**src/rtl/noc_inbuf_fifo.sv**
```systemverilog
// noc_inbuf_fifo: router input-port flit buffer.
// Circular FIFO with valid/ready on the link side (in_*) and the switch side (out_*).
// Show-ahead head flit, gated to zero while empty. Occupancy and status outputs.
// Sticky overflow flag set by writes attempted while full.
// Optional statistics outputs (drop_cnt, hi_water) are built only when the
// macro NOC_INBUF_STATS_EN is defined.
module noc_inbuf_fifo #(
  parameter int FLIT_W    = 20,
  parameter int TAG_W     = 4,
  parameter int DEPTH     = 40,
  parameter int AFULL_LVL = 36,
  localparam int AW       = (DEPTH > 1) ? $clog2(DEPTH) : 1,
  localparam int CW       = $clog2(DEPTH + 1)
) (
  input  logic                    clk,
  input  logic                    rst,
  input  logic                    in_valid,
  input  logic [FLIT_W-1:0]       datain,
  output logic                    in_ready,
  output logic                    out_valid,
  input  logic                    out_ready,
  output logic [FLIT_W-1:0]       dataout,
  output logic [FLIT_W-TAG_W-1:0] payload,
  output logic [CW-1:0]           count,
  output logic                    full,
  output logic                    empty,
  output logic                    almost_full,
  output logic                    overflow,
`ifdef NOC_INBUF_STATS_EN
  output logic [15:0]             drop_cnt,
  output logic [CW-1:0]           hi_water,
`endif
  input  logic                    clr_overflow
);

  localparam logic [AW-1:0] LAST_IDX  = AW'(DEPTH - 1);
  localparam logic [CW-1:0] FULL_CNT  = CW'(DEPTH);
  localparam logic [CW-1:0] AFULL_CNT = CW'(AFULL_LVL);

  // Flit storage; never reset, the empty gate on dataout hides stale contents.
  logic [FLIT_W-1:0] mem [0:DEPTH-1];

  logic [AW-1:0] wr_ptr;
  logic [AW-1:0] rd_ptr;
  logic [AW-1:0] wr_ptr_next;
  logic [AW-1:0] rd_ptr_next;
  logic [CW-1:0] count_next;
  logic          push;
  logic          pop;
  logic          overflow_set;

  // Status flags are pure decodes of the occupancy counter.
  assign full        = (count == FULL_CNT);
  assign empty       = (count == '0);
  assign almost_full = (count >= AFULL_CNT);
  assign in_ready    = !full;
  assign out_valid   = !empty;

  // Handshakes: a full buffer refuses the write, which is what flags overflow.
  assign push         = in_valid && in_ready;
  assign pop          = out_valid && out_ready;
  assign overflow_set = in_valid && full;

  // Show-ahead head: read straight from the array at rd_ptr, zero while empty.
  assign dataout = empty ? '0 : mem[rd_ptr];
  assign payload = dataout[FLIT_W-1:TAG_W];

  // Pointer advance with explicit wrap so DEPTH need not be a power of two.
  always_comb begin
    wr_ptr_next = wr_ptr;
    rd_ptr_next = rd_ptr;
    if (push) begin
      wr_ptr_next = (wr_ptr == LAST_IDX) ? '0 : wr_ptr + AW'(1);
    end
    if (pop) begin
      rd_ptr_next = (rd_ptr == LAST_IDX) ? '0 : rd_ptr + AW'(1);
    end
  end

  // Occupancy: +1 on push only, -1 on pop only, hold on both or neither.
  always_comb begin
    count_next = count;
    case ({push, pop})
      2'b10:   count_next = count + CW'(1);
      2'b01:   count_next = count - CW'(1);
      default: count_next = count;
    endcase
  end

  // Write port of the flit array; only accepted flits touch memory.
  always_ff @(posedge clk) begin
    if (push) begin
      mem[wr_ptr] <= datain;
    end
  end

  // Pointers and occupancy, discarded by the asynchronous reset.
  always_ff @(posedge clk or negedge rst) begin
    if (!rst) begin
      wr_ptr <= '0;
      rd_ptr <= '0;
      count  <= '0;
    end else begin
      wr_ptr <= wr_ptr_next;
      rd_ptr <= rd_ptr_next;
      count  <= count_next;
    end
  end

  // Sticky overflow; a new drop in the same cycle as the clear keeps it set.
  always_ff @(posedge clk or negedge rst) begin
    if (!rst) begin
      overflow <= 1'b0;
    end else if (overflow_set) begin
      overflow <= 1'b1;
    end else if (clr_overflow) begin
      overflow <= 1'b0;
    end
  end

`ifdef NOC_INBUF_STATS_EN
  // Dropped-write counter, saturating; cleared with the overflow flag.
  always_ff @(posedge clk or negedge rst) begin
    if (!rst) begin
      drop_cnt <= '0;
    end else if (overflow_set) begin
      if (drop_cnt != 16'hFFFF) begin
        drop_cnt <= drop_cnt + 16'd1;
      end
    end else if (clr_overflow) begin
      drop_cnt <= '0;
    end
  end

  // High-water mark of occupancy since reset, tracking the next count value.
  always_ff @(posedge clk or negedge rst) begin
    if (!rst) begin
      hi_water <= '0;
    end else if (count_next > hi_water) begin
      hi_water <= count_next;
    end
  end
`endif

endmodule

```
**config.mk**
```make
export PLATFORM = sky130hd
export DESIGN_NAME = noc_inbuf_fifo
export DESIGN_NICKNAME = d
export VERILOG_FILES = /design/src/rtl/noc_inbuf_fifo.sv
export SDC_FILE = /design/constraint.sdc
export NUM_CORES = 1
export LEC_CHECK = 0
export CAP_MARGIN = 20
export CORE_MARGIN = 3
export CORE_UTILIZATION = 25
export CTS_CLUSTER_SIZE = 8
export DETAILED_ROUTE_END_ITERATION = 16
export PLACE_DENSITY_LB_ADDON = 0.1
export SLEW_MARGIN = 0
export SYNTH_ARGS = -nofsm -noshare
export SYNTH_HDL_FRONTEND = slang
export SYNTH_SLANG_ARGS = --single-unit
```
**constraint.sdc**
```tcl
create_clock -name clk -period 3.1 [get_ports clk]
set_input_delay 0.31 -clock clk [delete_from_list [all_inputs] [get_ports clk]]
set_output_delay 0.31 -clock clk [all_outputs]
set_load 0.02 [all_outputs]
```
=== Word level (Yosys, flattened, before mapping) ===
Memory sizes are Yosys's and may differ from the RTL's.
Cells that the tools add are included.

* Flip-flop bits (word level): 19
* Bits in writable memories: 800
* Input port bits: 25
* Output and inout port bits: 48
* Word-level logic and storage cells: 31
* Memories: 1

* $add $sub $neg: 4
* Magnitude comparators: 1
* Eq/ne operators: 5
* Mux-type cells: 8
* Reduce and logical (&&, ||, !) cells: 8

{| class="wikitable"
|+ Memories
! memory !! depth !! bits a word !! rd ports !! clocked after Yosys merged registers in !! wr ports !! RTL line !! source
|-
| mem || 40 || 20 || 1 || 0 || 1 || 41 || <nowiki>logic [FLIT_W-1:0] mem [0:DEPTH-1];</nowiki>
|}

{| class="wikitable"
|+ Operator list
! cell !! number
|-
| 20-bit two-way mux || 1
|-
| 6-bit by 1-bit adder with 6-bit output (second input constant) || 3
|-
| 6-bit equality test (second input constant) || 3
|-
| 6-bit two-way mux || 2
|-
| 6-bit one-hot mux with 2 select lines || 1
|-
| 6-bit greater-or-equal comparator (second input constant) || 1
|-
| 6-bit logical NOT || 1
|-
| 6-bit by 1-bit subtractor with 6-bit output (second input constant) || 1
|-
| 1-bit two-way mux || 4
|-
| 2-bit nonzero test || 2
|-
| 1-bit logical AND || 3
|-
| 2-bit by 1-bit equality test with 1-bit output (second input constant) || 1
|-
| 2-bit equality test (second input constant) || 1
|-
| 1-bit logical NOT || 2
|}

=== Depth between registers and ports, before layout ===
* Depth in word-level cells: 5
* Mapped depth: 14
* Gate-level depth less buffers: 11

=== Worst setup path before layout ===
OpenSTA, ideal clock, no wires.

* Path kind: register to register
* Start: reg count[1]
* End: reg count[2]
* Setup time: 0.125 ns
* Arrival: 2.646 ns
* Required time: 2.975 ns
* Slack: 0.329 ns
* Cell stages (with the launch flop): 15
* Buffers on the path: 3
* Period minus slack after synthesis: 2.771 ns
* Cell sequence: dfrtp_1 -> clkbuf_1 -> nor3_2 -> nand2_1 -> buf_2 -> nand2_1 -> inv_1 -> ha_1 -> clkbuf_1 -> xor2_1 -> ha_1 -> a21oi_1 -> xor2_1 -> nor2_1 -> xor2_1

* Cells in the longest elaborated chain, start to end: 5
* Elaborated cells on any way between the ends: 12
* Those cells by class: 2 x add/sub; 3 x eq/ne; 1 x mux; 6 x reduce/logical

{| class="wikitable"
|+ Ends and longest elaborated chain
! element !! RTL line !! source
|-
| from (decl) || 24 || <nowiki>output logic [CW-1:0] count,</nowiki>
|-
| from (signal assigned) || 106 || <nowiki>count <= count_next;</nowiki>
|-
| 6-bit logical NOT (*) || 54 || <nowiki>assign empty = (count == '0);</nowiki>
|-
| 1-bit logical NOT (*) || 57 || <nowiki>assign out_valid = !empty;</nowiki>
|-
| via out_valid || 20 || <nowiki>output logic out_valid,</nowiki>
|-
| 1-bit logical AND (*) || 61 || <nowiki>assign pop = out_valid && out_ready;</nowiki>
|-
| via pop || 49 || <nowiki>logic pop;</nowiki>
|-
| 2-bit by 1-bit equality test with 1-bit output or 2-bit equality test (tied branches) || 83 || <nowiki>case ({push, pop})</nowiki>
|-
| 6-bit one-hot mux with 2 select lines or 2-bit nonzero test (tied branches) || -- ||
|}

The timed path passes the listed nets; every way through them passes the cells marked *.
A chain may end at the register's enable or synchronous reset.

=== Final worst setup path ===
* Start: reg rd_ptr[0]
* End: out payload[8]

* Cells in the longest elaborated chain, start to end: 2

{| class="wikitable"
|+ Ends and longest elaborated chain
! element !! RTL line !! source
|-
| from (decl) || 44 || <nowiki>logic [AW-1:0] rd_ptr;</nowiki>
|-
| from (signal assigned) || 105 || <nowiki>rd_ptr <= rd_ptr_next;</nowiki>
|-
| memory 40 x 20 bit || -- ||
|-
| 20-bit two-way mux || 65 || <nowiki>assign dataout = empty ? '0 : mem[rd_ptr];</nowiki>
|-
| to (decl) || 23 || <nowiki>output logic [FLIT_W-TAG_W-1:0] payload,</nowiki>
|}

Every way passes these cells.

==> flow_summary.toml <==
[power]
irDropWorstVdd_v = 0.000535
p_sw_share_pct = 31.9
total_power_uw = 39900
powerDensity_nw_per_um2 = 972
pwr-share-comb_pct = 39.6
p_sw_uw = 12700
intPower_uw = 27200
p_clk_share_pct = 27.5
static-leakage-power_uw = 0.0134
power_frac_seq_pct = 32.9

[synthesis]
ys_seq_area_share_pct = 76.3
synth_top_area_share_pct = 74.8
synth_seq_cells = 819
synthCells = 1581
syn_nets = 1611
synth-edff-count = 800
synth_area_um2 = 32100
ys_types = 52
yosys.area.top_type = "edfxtp_1"
synthArstFlopShare_pct = 2.32
avgSynthCellArea_um2 = 20.3
synth_warnings = 0
synthTopCellsByArea = "edfxtp_1 (75%), mux4_2 (9.3%), mux2_2 (3.2%)"
synthFlopType = "edfxtp_1"

[die]
io_pins = 73
rows = 130
dieArea_um2 = 133000
die_w_um = 364
coreArea_um2 = 127000
die_y_um = 364
initial_core_util_pct = 25.4

[hold_path]
min_path_cells = 1
hold_start = "datain[1]"
min_to = "mem[21][1]$_DFFE_PP_"
hold_class = "in2reg"

[worst_setup_path]
slowest_delay_ns = 0.52
timing.rr.start = "count[4]$_DFFE_PN0P_"
cp-end-kind = "output pin"
reg2reg_to = "count[2]$_DFFE_PN0P_"
critPathMaxFanout = 7
crit_arrival_ns = 3.07
rr_worst_depth = 11
cp_top_family = "buffers and inverters"
crit_chain = "buf_12 > buf_16 > buf_12 > buf_12 > buf_6 > mux4_2 > mux2i_1 > buf_4 > o211ai_1 > and4_4 > buf_6"
path_buf_inv = 7
r2r_slack_ns = 0.37
crit_path_top_delay_cell = "dfrtp_4"
crit_path_start_kind = "flop"
cp_common_cell = "buf_12"
crit_path_start = "rd_ptr[0]$_DFFE_PN0P_"
cp.required_ns = 2.79
crit_type = "reg2out"

[finish]
drive_gt1_share_pct = 40.4
syn2layout_area_growth_pct = 28.0
nFillCells = 12100
ff_latch_area_um2 = 24500
finalNonFillerCells = 3610
fin_area_um2 = 41100
multiInputGateArea_um2 = 7540
fin_nets = 1961
final_common_cell = "edfxtp_1"
layout_common_cells = "edfxtp_1 (800), buf_4 (153), mux4_2 (132), clkbuf_16 (120), mux2_2 (87)"

[sta]
finalHoldViolCount = 0
fmax_mhz = 296
rsz0062_at_grt = "true"
period_needed_ns = 3.38
tightest_slew_ns = 1.08
hold_ws_ns = 0.0369
skew_ns = 0.0336
setup_viol = 36
relSlewSlack_pct = 28.1
fin_ws_ns = -0.283
maxSlewViolCount = 0
final.period_utilization_pct = 109

[cts]
root_buffer = "clkbuf_16"
cts_tree = "yes"
clock_path_buffers = 3
holdBufCountCts = 0
clk_latency_ns = 0.68
ctsHtreeMaxLevel = 3
cts_buffers = 112
clk_pin_slew_ns = 0.05
cts_sinks = 819

[grt]
grt_max_degree = 41
antenna_found_initial = 7
grt.overflow.total = 0
grt_pass1_wl_mm = 139
grt_usage_pct = 14.8
grt_pass1_vias = 17900

[placed_design]
port_buffers = 72
placed_cells = 3401
dpl.hpwl_mm = 59.1
dpl_cell_area_um2 = 36700
place.gp.congestion = 0.727

[run_status]
violations = "setup timing"
status = "finished, violations left"

[flow_run]
drv_cap = 0

[drt]
wl_mm = 98.1
avgViaCountPerCell = 4.65
drt_pass1_iterations = 5
drtAntennaViolNets = 0
num_vias = 16800
dr.first_iter.drc_count = 1363
drc = 0
wl_per_cell_um = 27.2
-- through the flow --
| step | setup slack (ns) | utilization (%) | setup TNS [ns] |
|---|---|---|---|
| after global placement | -0.235 | 29.0 | -1.19 |
| after detailed placement | -0.244 | 29.0 | -1.53 |
| final | -0.283 | 32.5 | -6.16 |
| after CTS | -0.383 | 31.9 | -10.12 |
| after floorplan | 0.329 | - | 0 |
| after global routing | -0.389 | 32.5 | -10.67 |
-- per-layer routing --
metal  GRT usage [%]  up-vias  share of wire [%]
met3            2.35      122                3.6
met5               0        -              0.020
li1                -     7227                  -
met2            23.7      360                 47
met1            21.1     9091                 48
met4            3.41        2                1.9
-- worst max-delay path by stage --
stage                      endpoint  slack (ns)  depth (start not counted)
2_1_floorplan  count[2]$_DFFE_PN0P_        0.33                         14
3_3_place_gp            payload[10]       -0.23                          8
3_5_place_dp            dataout[14]       -0.24                          8
4_1_cts                  dataout[2]       -0.38                          9
5_1_grt                 dataout[12]       -0.39                         11
6_report                 payload[8]       -0.28                         11
-- cell type report --
class | count | share of cell area, %
inverters | 9 | 0.0822
clock buffers | 134 | 7.15
flip-flops and latches | 819 | 59.6
clock inverters | 4 | 0.183
repair buffers | 339 | 9.55
well taps | 1650 | 5.02
multi-input cells | 650 | 18.3
diodes | 5 | 0.0304
-- cell usage after synthesis, drive strengths merged, types with 6 or more instances --
| cell type | number |
|---|---|
| a21oi | 42 |
| a221oi | 20 |
| a222oi | 20 |
| a22o | 9 |
| a22oi | 36 |
| and3 | 18 |
| buf | 70 |
| clkbuf | 33 |
| dfrtp | 19 |
| edfxtp | 800 |
| inv | 8 |
| mux2 | 126 |
| mux2i | 36 |
| mux4 | 132 |
| nand2 | 36 |
| nand3 | 44 |
| nor2 | 46 |
| nor2b | 8 |
| nor3 | 6 |
| o211ai | 6 |
| o21ai | 9 |
-- flip-flops by register name, summed over array words and instances (netlist names) --
register and flops:
mem 800, count 6, rd_ptr 6, wr_ptr 6
overflow 1
-- timing repair --
item,in CTS,in global routing
cloned,4,6
setup buffers,24,37
pin swaps,33,42
resized for setup,259,95
endpoints found under the setup margin,36,37
-- kinds of logic (layout without fill, tap and decap cells) --
| logic type | count (synthesis) | in the layout | synth area share (%) |
|---|---|---|---|
| AND/OR/NAND/NOR | 186 | 186 | 2.94 |
| adder cells (fa/ha/maj) | 5 | 5 | 0.195 |
| buffers and inverters | 112 | 486 | 1.96 |
| other | 0 | 5 | 0 |
| flip-flops | 819 | 819 | 76.3 |
| XOR/XNOR | 10 | 10 | 0.273 |
| AO/OA/AOI/OAI | 155 | 155 | 3.52 |
| multiplexers | 294 | 294 | 14.8 |
-- power groups by stage --
stage	sequential, uW	clock (uW)	combinational [uW]
floorplan	13300	0	7390
global placement	13400	0	13800
detailed placement	13400	0	13700
CTS	13100	11400	14900
global route	13200	11800	16900
finish	13100	11000	15800
(Power assumes the default switching activity.)
